File: src/rtl/serial_add_ctrl_pkg.sv
// ---------------------------------------------------------------------------
// serial_add_ctrl_pkg
// Shared definitions for the bit-serial adder controller.
//   state_e : FSM state encoding (IDLE / RUN / DONE). The fourth code of the
//             2-bit register is unused and recovers to S_IDLE.
// ---------------------------------------------------------------------------
package serial_add_ctrl_pkg;

  typedef enum logic [1:0] {
    S_IDLE = 2'd0,
    S_RUN  = 2'd1,
    S_DONE = 2'd2
  } state_e;

endpackage : serial_add_ctrl_pkg

File: src/rtl/serial_add_ctrl_if.sv
// ---------------------------------------------------------------------------
// serial_add_ctrl_if
// Request/result bundle of the bit-serial adder.
//   start, a, b, cin      : request side, driven by the master
//   ready, busy, done     : controller status, driven by the slave
//   sum, cout             : registered result, driven by the slave
// WIDTH must match the WIDTH of the serial_add_ctrl instance it connects to.
// ---------------------------------------------------------------------------
interface serial_add_ctrl_if #(
  parameter int WIDTH = 8
);

  logic             start;
  logic [WIDTH-1:0] a;
  logic [WIDTH-1:0] b;
  logic             cin;
  logic             ready;
  logic             busy;
  logic             done;
  logic [WIDTH-1:0] sum;
  logic             cout;

  modport master (
    output start, a, b, cin,
    input  ready, busy, done, sum, cout
  );

  modport slave (
    input  start, a, b, cin,
    output ready, busy, done, sum, cout
  );

endinterface : serial_add_ctrl_if

File: src/rtl/serial_add_ctrl_fa_cell.sv
// ---------------------------------------------------------------------------
// serial_add_ctrl_fa_cell
// Purely combinational one-bit full adder, the single arithmetic cell that the
// serial controller reuses once per bit.
//   a_i, b_i, cin_i : operand bits and carry-in
//   s_o             : sum bit
//   cout_o          : carry-out bit (majority of the three inputs)
// ---------------------------------------------------------------------------
module serial_add_ctrl_fa_cell (
  input  logic a_i,
  input  logic b_i,
  input  logic cin_i,
  output logic s_o,
  output logic cout_o
);

  assign s_o    = a_i ^ b_i ^ cin_i;
  assign cout_o = (a_i & b_i) | (a_i & cin_i) | (b_i & cin_i);

endmodule : serial_add_ctrl_fa_cell

File: src/rtl/serial_add_ctrl.sv
// ---------------------------------------------------------------------------
// serial_add_ctrl
// Bit-serial adder: computes {cout, sum} = a + b + cin by feeding one bit per
// cycle, LSB first, through a single full-adder cell, holding the carry in a
// flop between bits.
//   clk     : system clock, all state on the rising edge
//   rst_n   : asynchronous active-low reset
//   bus_if  : slave side of serial_add_ctrl_if
//             start/a/b/cin sampled only while ready=1
//             ready=IDLE, busy=RUN, done=one-cycle pulse in DONE
//             sum/cout registered, held until the next result load
// Timing: accept on edge E0, bit steps on E1..E_WIDTH, result and done valid
// in the cycle after E_WIDTH; one operation per WIDTH+2 cycles.
// WIDTH legal range is 2..32.
// ---------------------------------------------------------------------------
module serial_add_ctrl
  import serial_add_ctrl_pkg::*;
#(
  parameter int WIDTH = 8
) (
  input  logic              clk,
  input  logic              rst_n,
  serial_add_ctrl_if.slave  bus_if
);

  localparam int               CNT_W = $clog2(WIDTH);
  localparam logic [CNT_W-1:0] LAST  = CNT_W'(WIDTH - 1);

  state_e           state_q;
  logic [WIDTH-1:0] a_sh_q;
  logic [WIDTH-1:0] b_sh_q;
  logic [WIDTH-1:0] sum_sh_q;
  logic             carry_q;
  logic [CNT_W-1:0] cnt_q;
  logic [WIDTH-1:0] sum_q;
  logic             cout_q;

  logic             s_bit;
  logic             c_bit;
  logic [WIDTH-1:0] sum_sh_d;

  // The one shared arithmetic cell, always looking at the current LSBs.
  serial_add_ctrl_fa_cell u_fa_cell (
    .a_i    (a_sh_q[0]),
    .b_i    (b_sh_q[0]),
    .cin_i  (carry_q),
    .s_o    (s_bit),
    .cout_o (c_bit)
  );

  // New sum bit enters at the MSB so that after WIDTH steps bit 0 of the
  // operands has travelled down to bit 0 of the result.
  assign sum_sh_d = {s_bit, sum_sh_q[WIDTH-1:1]};

  // NOTE: every register here is a small flop (no memory arrays), so all of
  // them are cleared by the async reset; sequential state uses non-blocking
  // assignments only, so every right-hand side sees pre-edge values.
  always_ff @(posedge clk or negedge rst_n) begin
    if (!rst_n) begin
      state_q  <= S_IDLE;
      a_sh_q   <= '0;
      b_sh_q   <= '0;
      sum_sh_q <= '0;
      carry_q  <= 1'b0;
      cnt_q    <= '0;
      sum_q    <= '0;
      cout_q   <= 1'b0;
    end else begin
      case (state_q)
        S_IDLE: begin
          if (bus_if.start) begin
            a_sh_q   <= bus_if.a;
            b_sh_q   <= bus_if.b;
            carry_q  <= bus_if.cin;
            cnt_q    <= '0;
            sum_sh_q <= '0;
            state_q  <= S_RUN;
          end
        end
        S_RUN: begin
          a_sh_q   <= a_sh_q >> 1;
          b_sh_q   <= b_sh_q >> 1;
          sum_sh_q <= sum_sh_d;
          carry_q  <= c_bit;
          cnt_q    <= cnt_q + CNT_W'(1);
          // Visible result changes only here, so the previous sum stays
          // readable for the whole of a new RUN.
          if (cnt_q == LAST) begin
            sum_q   <= sum_sh_d;
            cout_q  <= c_bit;
            state_q <= S_DONE;
          end
        end
        S_DONE: state_q <= S_IDLE;
        default: state_q <= S_IDLE;
      endcase
    end
  end

  assign bus_if.ready = (state_q == S_IDLE);
  assign bus_if.busy  = (state_q == S_RUN);
  assign bus_if.done  = (state_q == S_DONE);
  assign bus_if.sum   = sum_q;
  assign bus_if.cout  = cout_q;

endmodule : serial_add_ctrl

File: src/flat_wrapper.sv
// flat-port wrapper written by rule: the top's interface ports become plain ports
module serial_add_ctrl_flat import serial_add_ctrl_pkg::*;
#(
  parameter int WIDTH = 8
)
  (clk, rst_n, bus_if_start, bus_if_a, bus_if_b, bus_if_cin, bus_if_ready, bus_if_busy, bus_if_done, bus_if_sum, bus_if_cout);
  serial_add_ctrl_if #(.WIDTH(WIDTH)) bus_if_i ();
  input  logic clk;
  input  logic rst_n;
  input wire logic [$bits(bus_if_i.start)-1:0] bus_if_start;
  input wire logic [$bits(bus_if_i.a)-1:0] bus_if_a;
  input wire logic [$bits(bus_if_i.b)-1:0] bus_if_b;
  input wire logic [$bits(bus_if_i.cin)-1:0] bus_if_cin;
  output wire logic [$bits(bus_if_i.ready)-1:0] bus_if_ready;
  output wire logic [$bits(bus_if_i.busy)-1:0] bus_if_busy;
  output wire logic [$bits(bus_if_i.done)-1:0] bus_if_done;
  output wire logic [$bits(bus_if_i.sum)-1:0] bus_if_sum;
  output wire logic [$bits(bus_if_i.cout)-1:0] bus_if_cout;
  assign bus_if_i.start = bus_if_start;
  assign bus_if_i.a = bus_if_a;
  assign bus_if_i.b = bus_if_b;
  assign bus_if_i.cin = bus_if_cin;
  assign bus_if_ready = bus_if_i.ready;
  assign bus_if_busy = bus_if_i.busy;
  assign bus_if_done = bus_if_i.done;
  assign bus_if_sum = bus_if_i.sum;
  assign bus_if_cout = bus_if_i.cout;
  serial_add_ctrl #(.WIDTH(WIDTH)) u_core (.clk(clk), .rst_n(rst_n), .bus_if(bus_if_i));
endmodule
File: config.mk
export PLATFORM = sky130hd
export DESIGN_NAME = serial_add_ctrl_flat
export DESIGN_NICKNAME = d
export VERILOG_FILES = /design/src/rtl/serial_add_ctrl_pkg.sv /design/src/rtl/serial_add_ctrl_if.sv /design/src/rtl/serial_add_ctrl_fa_cell.sv /design/src/rtl/serial_add_ctrl.sv /design/src/flat_wrapper.sv
export SDC_FILE = /design/constraint.sdc
export NUM_CORES = 1
export LEC_CHECK = 0
export CAP_MARGIN = 10
export CORE_MARGIN = 10
export CORE_UTILIZATION = 52
export DETAILED_ROUTE_END_ITERATION = 10
export PLACE_DENSITY = 0.86
export SKIP_LAST_GASP = 1
export SLEW_MARGIN = 20
export SYNTH_ARGS = -nofsm -noshare
export SYNTH_HDL_FRONTEND = slang
export SYNTH_SLANG_ARGS = --single-unit
File: constraint.sdc
create_clock -name clk -period 1.8 [get_ports clk]
set_input_delay 0.18 -clock clk [delete_from_list [all_inputs] [get_ports clk]]
set_output_delay 0.18 -clock clk [all_outputs]
set_load 0.01 [all_outputs]
==> results of run 1 <==
## metal layers
| metal | vias to the layer above | wire length, um |
|---|---|---|
| met3 | 8 | 219 |
| li1 | 600 | - |
| met4 | 0 | 74 |
| met2 | 33 | 1750 |
| met1 | 630 | 1640 |
| met5 | - | 0 |
## synthesized netlist by cell type
cell type,instances
a211oi_1,1
a211oi_2,10
a21oi_1,1
a221o_1,1
a222oi_1,1
a22o_1,9
a32o_1,1
and2_1,1
buf_2,8
buf_4,3
buf_6,1
dfrtp_1,38
fa_1,1
ha_1,2
inv_1,14
mux2_1,9
mux2i_1,1
nand2b_1,3
nand3b_1,1
nor2_1,1
nor2b_1,2
nor3b_1,12
nor4b_1,11
o21ba_2,1
o21bai_2,1
o221a_2,3
or4b_1,3
## worst max path at each step
stage,startpoint,cells after the start,endpoint
floorplan,u_core.cnt_q[0]$_DFFE_PN0P_,5,u_core.bus_if.cout$_DFFE_PN0P_
detailed placement,bus_if_start,4,u_core.b_sh_q[6]$_DFFE_PN0P_
global route,u_core.state_q[0]$_DFFE_PN0P_,2,bus_if_done
CTS,u_core.state_q[1]$_DFFE_PN0P_,3,bus_if_busy
global placement,bus_if_start,4,u_core.b_sh_q[5]$_DFFE_PN0P_
finish,u_core.state_q[0]$_DFFE_PN0P_,2,bus_if_done
## power by group through the flow
| stage | Sequential [mW] | Combinational [mW] | Clock [mW] |
|---|---|---|---|
| 4_1_cts | 1.51 | 1.60 | 0.586 |
| 6_report | 1.50 | 1.61 | 0.567 |
| 3_5_place_dp | 1.52 | 1.58 | 0 |
| 5_1_grt | 1.55 | 1.79 | 0.607 |
| 3_3_place_gp | 1.50 | 1.52 | 0 |
| 2_1_floorplan | 1.49 | 1.01 | 0 |
## cell usage in the layout, fill, tap and decap left out, types with 2 or more instances in the layout
cell	n
a211oi_2	10
a22o_1	9
buf_4	14
clkbuf_4	5
clkdlybuf4s50_1	30
clkinv_2	2
dfrtp_1	37
ha_1	2
inv_1	14
mux2_1	9
nand2b_1	2
nor2b_1	2
nor3b_1	12
nor4b_1	11
o221a_2	3
or4b_1	3
## registers in the layout, indices dropped and copies added, names as in the netlist
name                flops
u_core.bus_if.sum       8
u_core.cnt_q            3
u_core.a_sh_q           8
u_core.state_q          2
u_core.b_sh_q           8
u_core.carry_q          1
u_core.sum_sh_q         7
u_core.bus_if.cout      1
## worst max-delay path, delay by kind of cell, from the launching register on
kind          cells  cell delay (ps)
flops             1              480
buf+inv           1              560
simple gates      1              160
## metrics by stage
step | instances | utilization | hold WS, ps | instance area (um^2) | setup WS, ps
detailed placement | 217 | 0.658 | 480 | 2200 | 116
global route | 228 | 0.692 | 287 | 2310 | -11.5
CTS | 226 | 0.687 | 262 | 2290 | 9.90
finish | 228 | 0.692 | 254 | 2310 | 68.8
global placement | 217 | 0.658 | 474 | 2200 | 181
floorplan | 140 | - | -116 | 1800 | 336
## cell families (layout without fill, tap and decap cells)
logic type | after synthesis | count (layout) | synth area share
simple gates | 34 | 34 | 0.147
mux | 10 | 10 | 0.0619
flops | 38 | 38 | 0.528
compound gates | 29 | 29 | 0.167
fa+ha+maj | 3 | 3 | 0.0250
buf+inv | 26 | 68 | 0.0702
## cell type report
class | count | area (um^2)
multi-input cells | 76 | 731
inverters | 14 | 52.6
well taps | 46 | 57.6
flip-flops and latches | 38 | 952
clock inverters | 3 | 40.0
repair buffers | 46 | 438
clock buffers | 5 | 37.5
fillers | 258 | 1030
## what timing repair did
item	in CTS	in global routing
setup buffers	1	2
resized for setup	2	1
endpoints found under the setup margin	1	3
pin swaps	0	0
==> impl_results.md, run 1 <==
- Status: finished, final reports clean
- Slew Limit Fails: 0
- Top-area cell type share of the netlist area: 0.528
- CP max stage cell: clkdlybuf4s50_1
- Layout cells sized above 1: 0.220
- Setup TNS Final: 0 ps
- Clock transition at path regs: 110 ps
- YS warnings: 0
- Internal power: 2.44 mW
- Worst vdd ir: 0.000620 V
- H-tree levels: 2
- Combinational share of power: 0.438
- Area leader, netlist: dfrtp_1
- Period minus WS final: 1730 ps
- Clock skew: 9.12 ps
- Worst-Margin Slew: 461 ps
- Antenna violations before repair: 0
- M1 GR Usage: 0.143
- Post-layout power: 3.68 mW
- Net Sw Power: 1.24 mW
- Max Fclk: 0.578 GHz
- # Max-Cap Violations: 0
- Crit path kind: register to output port
- Antenna diodes: 0
- Count of clock tree sinks: 38
- Post-DP HPWL: 2700 um
- Clk_lat worst skew: 340 ps
- Initial core utilization: 0.540
- Hold buffer count at CTS: 0
- M3 GR Usage: 0.0417
- Mapped cell area: 1800 um^2
- Synth cell types: 27
- Final-report hold violation count: 0
- CP max FO: 8
- Vias per inst: 5.57
- Worst R2R Start: u_core.cnt_q[0]$_DFFE_PN0P_
- Die X: 78.8 um
- Crit end category: output port
- DRT iter0 DRCs: 71
- Flop pwr share: 0.408
- Clock power frac: 0.154
- Slew HR: 0.693
- Final WL: 3680 um
- TritonCTS buffer count: 5
- Leakage power: 1.02 nW
- All-layer global routing usage: 0.126
- Gpl congestion: 0.803
- P per Cell Area: 1600 nW/um^2
- Pin count of the biggest net entering global routing: 39
- Final nets: 204
- Drt pass-1 iters: 5
- FF-to-FF setup slack: 180 ps
- I/O pin cnt: 32
- CTS tree: built
- FF-to-FF End: u_core.bus_if.sum[2]$_DFFE_PN0P_
- Vias in the first global route: 1,369
- Synthesized area per cell: 12.9 um^2
- First-pass GRT wire length: 6330 um
- Final period util: 0.962
- Peak per-stage delay on the critical path: 560 ps
- Worst Setup Start Kind: register
- Die Height: 78.8 um
- Die Footprint: 6220 um^2
- RSZ-0062 raised after global routing: true
- Via count: 1,271
- DRC: 0
- Max Buffers Root-to-Sink: 2
- Area contributors post-synth: dfrtp_1 (53%), a211oi_2 (6.9%), mux2_1 (5.6%)
- Yosys reg bits: 38
- Post-synthesis sequential area ratio: 0.528
- Grt total ovfl: 0
- Core ar.: 3340 um^2
- Critical-path cell list: nor2b_1 -> clkdlybuf4s50_1
- Switching Fraction: 0.337
- Synth Net Count: 163
- Drt wl/cell: 16.2 um
- Port Buffers: 31
- Final setup viols: 0
- WP data required: 1620 ps
- Area growth syn-to-layout: 28.2%
- Arrival time at the worst endpoint: 1550 ps
- Met2 usage: 0.208
- Clk root buf: clkbuf_4
- Post-synthesis cell count: 140
- Rows: 21
- R2r worst-path depth: 5
- Worst min path class: primary input to async pin
- Post-route ant nets: 0
- GR peak layer: met2
Power figures use the tool's default switching activity.
==> run 2: changes to the inputs <==
CTS_BUF_LIST = sky130_fd_sc_hd__clkbuf_16   (was default)
==> run 2 against run 1 <==
Net effect: via count fell by 2.3%; routed wire length increased by 5.0%; largest power group unchanged; maximum frequency up 3.9%; critical endpoint unchanged; sequential share of layout area down 1.0 points; clock skew is 5.3 ps lower.
==> impl_results.md, run 2 (synthesis results as in run 1) <==
- I/O pin cnt: 32 (unchanged)
- CTS tree: built
- Layout cells sized above 1: 0.207 (-0.0131)
- Clock power frac: 0.239 (+0.085)
- WP data required: 1620 ps (about the same)
- CP max FO: 10 (+2)
- Max Buffers Root-to-Sink: 2 (unchanged)
- Antenna violations before repair: 0 (unchanged)
- Clock skew: 3.86 ps (-5.25 ps)
- Post-route ant nets: 0 (unchanged)
- TritonCTS buffer count: 5 (unchanged)
- H-tree levels: 2 (unchanged)
- Drt pass-1 iters: 4 (-1)
- Crit end category: output port
- Grt total ovfl: 0 (unchanged)
- Post-DP HPWL: 2700 um (unchanged)
- Clk_lat worst skew: 280 ps (-60 ps)
- Final-report hold violation count: 0 (unchanged)
- Count of clock tree sinks: 38 (unchanged)
- Final period util: 0.926 (-0.0361)
- Via count: 1,242 (-2.3%)
- Arrival time at the worst endpoint: 1490 ps (-60 ps)
- Setup TNS Final: 0 ps (unchanged)
- Finished Core Util: 0.710 (+0.0180)
- Initial core utilization: 0.540 (unchanged)
- All-layer global routing usage: 0.130 (+0.00385)
- Place WS: 116 ps (unchanged)
- Switching Fraction: 0.318 (-0.0197)
- Core ar.: 3340 um^2 (unchanged)
- Worst Setup Start Kind: register
- First-pass GRT wire length: 6540 um (+3.4%)
- # Max-Cap Violations: 0 (unchanged)
- Antenna diodes: 0 (unchanged)
- Status: finished, final reports clean
- Worst-Margin Slew: 467 ps (+5.65 ps)
- Drt wl/cell: 17.2 um (+6.4%)
- Crit path kind: register to output port
- P per Cell Area: 1720 nW/um^2 (+7.6%)
- Final WL: 3870 um (+5.0%)
- Clk root buf: clkbuf_16
- Rows: 21 (unchanged)
- Gpl congestion: 0.803 (unchanged)
- Area growth syn-to-layout: 31.5%
- Worst vdd ir: 0.000854 V (+38%)
- Period minus WS final: 1670 ps (-65.0 ps)
- Vias in the first global route: 1,375 (+0.44%)
- Port Buffers: 31 (unchanged)
- Slew Limit Fails: 0 (unchanged)
- Combinational share of power: 0.388 (-0.050)
- Leakage power: 1.04 nW (+2.2%)
- Die X: 78.8 um (unchanged)
- RSZ-0062 raised after global routing: false
- FF-to-FF setup slack: 190 ps (about the same)
- Slew HR: 0.689 (-0.00377)
- Net Sw Power: 1.29 mW (+3.9%)
- Internal power: 2.77 mW (+14%)
- Worst min path class: primary input to async pin
- Die Height: 78.8 um (unchanged)
- Die Footprint: 6220 um^2 (unchanged)
- Most frequent cells in the layout: dfrtp_1 (37), clkdlybuf4s50_1 (30), inv_1 (14), nor3b_1 (12)
- Post-CTS setup buffers: 0 (-1)
- Flop pwr share: 0.372 (-0.036)
- Pin count of the biggest net entering global routing: 39 (unchanged)
- Clock transition at path regs: 60 ps (-50 ps)
- DRC: 0 (unchanged)
- Final setup viols: 0 (unchanged)
- Max Fclk: 0.600 GHz (+3.9%)
- DRT iter0 DRCs: 51 (-28%)
- Most common cell after layout, fill and taps aside: dfrtp_1
- Final nets: 201 (-1.5%)
- Final worst setup slack: 134 ps (+65.0 ps)
- Vias per inst: 5.52 (-0.98%)
run 2: changes by cell type in the layout (fill, tap and decap cells not counted), sizes merged:
cell / before / now
buf: 15 / 12
run 2: repair_timing:
action	4_1_cts	5_1_grt
gates resized for setup	1	2
hold buffers	0	0
endpoints found under the setup margin	1	1
run 2: critical path, cell delays in order (launching register included):
cell	delay (ps)
dfrtp_2	470
nor2b_1	170
clkdlybuf4s50_1	570
run 2: final timing paths:
path                            depth (start not counted)                              from                          endpoint
worst max-delay path                                    2     u_core.state_q[0]$_DFFE_PN0P_                       bus_if_done
worst min-delay path                                    2                             rst_n  u_core.bus_if.sum[4]$_DFFE_PN0P_
worst max register to register                          5       u_core.cnt_q[0]$_DFFE_PN0P_  u_core.bus_if.sum[2]$_DFFE_PN0P_
worst min register to register                          1  u_core.bus_if.sum[5]$_DFFE_PN0P_  u_core.bus_if.sum[5]$_DFFE_PN0P_
max in group asynchronous                               2                             rst_n     u_core.state_q[0]$_DFFE_PN0P_
min in group clk                                        1  u_core.bus_if.sum[5]$_DFFE_PN0P_  u_core.bus_if.sum[5]$_DFFE_PN0P_
run 2: final cells by class:
| cell class | instances | area, um^2 |
|---|---|---|
| inverter | 14 | 52.6 |
| multi-input combinational | 76 | 726 |
| tap | 46 | 57.6 |
| fill | 251 | 968 |
| clock inverter | 3 | 40.0 |
| clock buffer | 5 | 125 |
| timing repair buffer | 43 | 415 |
| sequential | 38 | 952 |
run 2: per-layer routing:
metal | vias to the layer above | wire length (um) | track usage
met5 | - | 0 | 0
met4 | 0 | 14 | 0.0466
met3 | 2 | 208 | 0.0484
met2 | 34 | 1910 | 0.219
met1 | 615 | 1730 | 0.148
li1 | 591 | - | -
run 2: metrics by stage:
step | instances | total power, mW | area (um^2) | hold slack, ps
3_5_place_dp | 217 | 3.10 | 2200 | 480
3_3_place_gp | 217 | 3.02 | 2200 | 474
6_report | 225 | 4.07 | 2370 | 340
4_1_cts | 225 | 4.09 | 2360 | 359
2_1_floorplan | 140 | 2.50 | 1800 | -116
5_1_grt | 225 | 4.34 | 2370 | 379
run 2: power by group through the flow:
stage	sequential [mW]	combinational, mW	clock, mW
after global placement	1.50	1.52	0
after CTS	1.51	1.60	0.985
after floorplan	1.49	1.01	0
after detailed placement	1.52	1.58	0
after global routing	1.57	1.75	1.02
final	1.51	1.58	0.973
